<file path="config.mk">
export PLATFORM = sky130hd
export DESIGN_NAME = keypad_scan_ctrl
export DESIGN_NICKNAME = d
export VERILOG_FILES = /design/src/rtl/keypad_pkg.sv /design/src/rtl/key_fifo.sv /design/src/rtl/keypad_scan_ctrl.sv
export SDC_FILE = /design/constraint.sdc
export NUM_CORES = 1
export LEC_CHECK = 0
export CORE_MARGIN = 2
export CORE_UTILIZATION = 44
export DETAILED_ROUTE_END_ITERATION = 16
export GPL_ROUTABILITY_DRIVEN = 1
export PLACE_DENSITY = 0.66
export SYNTH_ARGS = -nofsm -noshare
export SYNTH_HDL_FRONTEND = slang
export SYNTH_SLANG_ARGS = --single-unit
</file>
<file path="constraint.sdc">
create_clock -name CLK -period 6.2 [get_ports CLK]
set_input_delay 0.62 -clock CLK [delete_from_list [all_inputs] [get_ports CLK]]
set_output_delay 0.62 -clock CLK [all_outputs]
set_load 0.01 [all_outputs]
</file>
<file path="src/rtl/keypad_pkg.sv">
// Shared key indices and code type for the keypad scanner.
// The index of each key is also the code it produces in the event FIFO.
package keypad_pkg;

    localparam int KEY_CNT = 12;

    typedef logic [3:0] key_code_t;

    localparam key_code_t KEY_D1    = 4'd0;
    localparam key_code_t KEY_D2    = 4'd1;
    localparam key_code_t KEY_D3    = 4'd2;
    localparam key_code_t KEY_D4    = 4'd3;
    localparam key_code_t KEY_D5    = 4'd4;
    localparam key_code_t KEY_D6    = 4'd5;
    localparam key_code_t KEY_D7    = 4'd6;
    localparam key_code_t KEY_D8    = 4'd7;
    localparam key_code_t KEY_D9    = 4'd8;
    localparam key_code_t KEY_STAR  = 4'd9;
    localparam key_code_t KEY_D0    = 4'd10;
    localparam key_code_t KEY_SHARP = 4'd11;

    // Select codes 12..15 are never produced; the scan wraps after sharp.
    function automatic key_code_t next_index(input key_code_t k);
        return (k == KEY_SHARP) ? KEY_D1 : k + 4'd1;
    endfunction

endpackage

</file>
<file path="src/rtl/key_fifo.sv">
// First-word-fall-through sync FIFO with wrap-bit pointers.
// A push into a full FIFO is dropped unless a pop happens in the same cycle.
module key_fifo #(
    parameter int DEPTH = 4,
    parameter int WIDTH = 4
) (
    input  logic             clk,
    input  logic             rst,
    input  logic             push_i,
    input  logic [WIDTH-1:0] push_data_i,
    input  logic             pop_i,
    output logic [WIDTH-1:0] head_o,
    output logic             full_o,
    output logic             empty_o,
    output logic             drop_o
);
    localparam int AW = $clog2(DEPTH);

    logic [WIDTH-1:0] mem [DEPTH];
    logic [AW:0]      wr_q, wr_d, rd_q, rd_d;
    logic             pop_ok, push_ok;

    assign empty_o = (wr_q == rd_q);
    assign full_o  = (wr_q[AW] != rd_q[AW]) && (wr_q[AW-1:0] == rd_q[AW-1:0]);

    // Popping an empty FIFO is a no-op; popping a full one frees the slot for a same-cycle push.
    assign pop_ok  = pop_i & ~empty_o;
    assign push_ok = push_i & (~full_o | pop_ok);
    assign drop_o  = push_i & ~push_ok;

    assign wr_d   = wr_q + {{AW{1'b0}}, push_ok};
    assign rd_d   = rd_q + {{AW{1'b0}}, pop_ok};
    assign head_o = mem[rd_q[AW-1:0]];

    always_ff @(posedge clk or posedge rst) begin
        if (rst) begin
            wr_q <= '0;
            rd_q <= '0;
        end else begin
            wr_q <= wr_d;
            rd_q <= rd_d;
        end
    end

    always_ff @(posedge clk) begin
        if (push_ok) begin
            mem[wr_q[AW-1:0]] <= push_data_i;
        end
    end

endmodule

</file>
<file path="src/rtl/keypad_scan_ctrl.sv">
// Keypad mux sequencer: steps the select code, samples each key after settling,
// debounces all 12 keys and queues press events as key codes.
module keypad_scan_ctrl
    import keypad_pkg::*;
#(
    parameter int SETTLE_CYC = 4,
    parameter int DEB_SCANS  = 3,
    parameter int FIFO_DEPTH = 4
) (
    input  logic                CLK,
    input  logic                RST,
    input  logic                scan_en,
    output logic [3:0]          B_sel,
    input  logic                D_in,
    output logic [3:0]          key_code,
    output logic                key_valid,
    input  logic                key_ready,
    output logic [KEY_CNT-1:0]  keys_down,
    output logic                ovf,
    input  logic                ovf_clr
);
    localparam int SW = $clog2(SETTLE_CYC);
    localparam int DW = (DEB_SCANS > 1) ? $clog2(DEB_SCANS) : 1;
    localparam logic [SW-1:0] SETTLE_LAST = SW'(SETTLE_CYC - 1);
    localparam logic [DW-1:0] DEB_LAST    = DW'(DEB_SCANS - 1);

    key_code_t                   sel_q, sel_d;
    logic [SW-1:0]               settle_q, settle_d;
    logic [KEY_CNT-1:0]          keys_q, keys_d, hit, differ, flip;
    logic [KEY_CNT-1:0][DW-1:0]  cnt_q, cnt_d;
    logic                        sample, push, pop, ovf_q, ovf_d;
    logic                        fifo_full, fifo_empty, fifo_drop;
    key_code_t                   fifo_head;

    assign sample = scan_en && (settle_q == SETTLE_LAST);

    always_comb begin
        sel_d    = sel_q;
        settle_d = settle_q;
        if (scan_en) begin
            if (sample) begin
                settle_d = '0;
                sel_d    = next_index(sel_q);
            end else begin
                settle_d = settle_q + SW'(1);
            end
        end
    end

    // Only the key currently selected sees its sample; all others hold.
    for (genvar gi = 0; gi < KEY_CNT; gi++) begin : g_deb
        assign hit[gi]    = sample && (sel_q == key_code_t'(gi));
        assign differ[gi] = (D_in != keys_q[gi]);
        assign flip[gi]   = hit[gi] && differ[gi] && (cnt_q[gi] == DEB_LAST);
        assign keys_d[gi] = keys_q[gi] ^ flip[gi];
        assign cnt_d[gi]  = !hit[gi]                    ? cnt_q[gi] :
                            (!differ[gi] || flip[gi])   ? '0        :
                                                          cnt_q[gi] + DW'(1);
    end

    assign push = |(flip & keys_d);
    assign pop  = key_valid & key_ready;

    key_fifo #(
        .DEPTH (FIFO_DEPTH),
        .WIDTH (4)
    ) u_fifo (
        .clk         (CLK),
        .rst         (RST),
        .push_i      (push),
        .push_data_i (sel_q),
        .pop_i       (pop),
        .head_o      (fifo_head),
        .full_o      (fifo_full),
        .empty_o     (fifo_empty),
        .drop_o      (fifo_drop)
    );

    // A fresh overflow outranks a coincident clear.
    assign ovf_d = (fifo_drop && fifo_full) ? 1'b1 : (ovf_clr ? 1'b0 : ovf_q);

    always_ff @(posedge CLK or posedge RST) begin
        if (RST) begin
            sel_q    <= KEY_D1;
            settle_q <= '0;
            keys_q   <= '0;
            cnt_q    <= '0;
            ovf_q    <= 1'b0;
        end else begin
            sel_q    <= sel_d;
            settle_q <= settle_d;
            keys_q   <= keys_d;
            cnt_q    <= cnt_d;
            ovf_q    <= ovf_d;
        end
    end

    assign B_sel     = sel_q;
    assign keys_down = keys_q;
    assign ovf       = ovf_q;
    assign key_valid = ~fifo_empty;
    assign key_code  = key_valid ? fifo_head : 4'd0;

endmodule

</file>
==> impl_results.md <==
* Status: completed
* Clock power frac at 25.1%
* PD cells at 351 nW/um2
* CTS Buf Count at 9
* Clk Latency, worst-skew pair at 0.35 ns
* CP startpoint kind: input pin
* WL/cell at 13.9 um
* Hold Path Class: register to register
* Biggest area consumer among synthesized cells: dfrtp_1
* Sw Share at 30.8%
* Max stage delay on crit path at 0.75 ns
* Internal at 950 uW
* Pre-antenna DRT Iters at 4
* Worst Reg2Reg Path Length in Cells at 8
* Hold Buf Count CTS at 0
* Iter 0 DRT Violations at 71
* DR vias/cell at 4.98
* Final GP Congestion at 0.776
* Final Max Slew Viols at 0
* RSZ-0062 raised after global routing: false
* Die area at 8350 um2
* Worst-path maximum fanout at 11
* H-tree levels at 3
* Average cell area after synthesis at 12.2 um2
* Placed Area at 3730 um2
* Pleak at 0.00180 uW
* Largest net degree at the start of global routing at 50
* Congestion Overflow GR at 0
* PostCTS Resize Cnt at 0
* Syn Inst Count at 276
* Final wirelength at 5.75 mm
* Max VDD drop at 0.145 mV
* Diode count at 0
* Placeable Area at 7330 um2
* CTS tree: built
* Worst-Margin Slew at 1.03 ns
* Mapped Area at 3360 um2
* Layout cells sized above 1 at 12.7%
* Total Routing Usage GR at 15.9%
* Fillers at 637
* Minimum clock period at 3.40 ns
* Clock transition at path regs at 0.07 ns
* Num rows at 31
* Die Width at 91.4 um
* Die Ht at 91.4 um
* Flops & latches, synth at 65
* CP delay by family, top: simple AND/OR/NAND/NOR gates
* Initial antenna violation count at 0
* Share of the synthesized area in the top cell type at 36.5%
* Routed Antenna Nets at 0
* Number of port buffers at 27
* Leading cell type in the layout, fill and taps excluded: dfrtp_1
* Final net count at 349
* Combinational Power Share at 29.7%
* Setup bufs post-CTS at 0
* Max Buffers Root-to-Sink at 2
* Final period utilization at 54.9%
* Cell chain of the critical path: clkdlybuf4s50_1, and4b_1, and2_1, and3_1, ha_1, nor4_1, and3_1, nor4b_1
* WP depth at 8
* # setup viols final at 0
* Hold Path Depth at 1
* MaxCap Viol Count at 0
* Area grow syn2layout at 16.6%
* Setup_tns at 0 ns
* Seq pwr share at 45.2%
* Total of warnings raised by yosys at 0
* Sw Pwr at 424 uW
* Dpl hpwl at 4.26 mm
* Slew headroom at 31.0%
* Arrival time of the worst setup path at 3.38 ns
* First-pass GRT wire length at 10.1 mm
* Clk sinks at 65
* Critical Path RT at 6.18 ns
* Worst path slowest cell: nor4b_1
* Clock Tree Root: clkbuf_8
* Final Hold Viols at 0
* Vias at 2,060
* Synth cell types at 39
* Sequential share of the synthesized area at 50.8%
* I/O pin cnt at 28
* Commonest non-fill, non-tap cells in the layout: dfrtp_1, inv_1, ha_1, clkdlybuf4s50_1, mux2_2
* Cell area after layout at 3920 um2
* Crit path buf inv count at 1
* Setup CP Type: input pin to register
* Most used cell, CP: and3_1
* Worst Hold Margin at 0.452 ns
* Max Fclk at 294 MHz
* Setup Skew at 0.00675 ns
* Element type at the critical path end: register
* Synth top area cells: dfrtp_1, edfxtp_1, ha_1
* Starting Density at 45.8%
* Vias in the first global route at 2,131
* DRC Markers at 0
* Synth Net Count at 315
## worst paths after layout
check | from | end | slack [ns]
max in group asynchronous | RST | cnt_q[1] | 4.71
min reg2reg | cnt_q[20] | cnt_q[20] | 0.45
max | scan_en | u_fifo.mem[1][3] | 2.80
min in group asynchronous | RST | cnt_q[13] | 0.84
min | cnt_q[20] | cnt_q[20] | 0.45
max reg2reg | settle_q[0] | u_fifo.mem[1][3] | 3.04
## power groups by stage
stage	Clock, uW	Combinational (uW)	Sequential, uW
2_1_floorplan	0	294	605
3_3_place_gp	0	398	628
3_5_place_dp	0	414	632
4_1_cts	356	417	625
5_1_grt	375	460	639
6_report	345	408	622
## cells in the mapped netlist
library cell,instances
a21oi_1,3
xor2_2,2
o21bai_1,3
a21bo_2,1
o2bb2ai_1,3
mux4_2,1
nor2b_1,3
a22o_2,1
and3_1,2
nand3_1,2
nand4_1,1
buf_2,2
and4bb_2,1
mux2_2,19
mux2i_1,1
edfxtp_1,16
and2_1,1
nor3b_2,1
xnor2_1,10
ha_1,33
and2b_1,2
nor3b_1,8
nand4b_1,4
nor4_1,4
a22o_1,1
nor4b_1,2
o22ai_1,1
inv_1,42
o211ai_1,1
nor4_4,1
xor2_1,6
mux4_1,3
nor3_1,17
nand2_1,18
nor2_1,6
and4b_1,2
dfrtp_1,49
buf_4,2
o21ai_0,1
## metal layers
metal,part of all wire [%],track usage (%),wire (um)
met4,2.9,9.72,169
met2,47,25.2,2720
met3,2.6,3.40,152
met1,47,19.9,2710
met5,0,0,0
## sequential cells by signal, summed over array words and instances (netlist names)
name / count
B_sel: 4
cnt_q: 24
keys_down: 12
ovf: 1
settle_q: 2
u_fifo.mem: 16
u_fifo.rd_q: 3
u_fifo.wr_q: 3
## stage by stage
step	instances	util, %	worst slack [ns]	power (uW)
floorplan	276	-	3.55	899
CTS	414	53.4	2.78	1400
finish	414	53.4	2.80	1370
global placement	398	50.9	2.45	1030
global route	414	53.4	2.56	1470
detailed placement	398	50.9	2.40	1050
## area by class of cell
cell class | instances | area (um2) | area share (%)
Timing Repair Buffer | 27 | 270 | 6.90
Clock inverter | 5 | 46.3 | 1.18
Sequential cell | 65 | 1710 | 43.6
Clock buffer | 11 | 141 | 3.61
Multi-Input combinational cell | 165 | 1470 | 37.5
Inverter | 42 | 158 | 4.03
Tap cell | 99 | 124 | 3.16
## cell families after synthesis
kind of cell    share of synthesized area (%)
flops                                    50.8
compound gates                           3.31
fa+ha+maj                                12.3
simple gates                             13.3
mux                                      9.68
buf+inv                                  5.44
xor+xnor                                 5.14
Note: power is estimated with default switching activity, not from simulation.
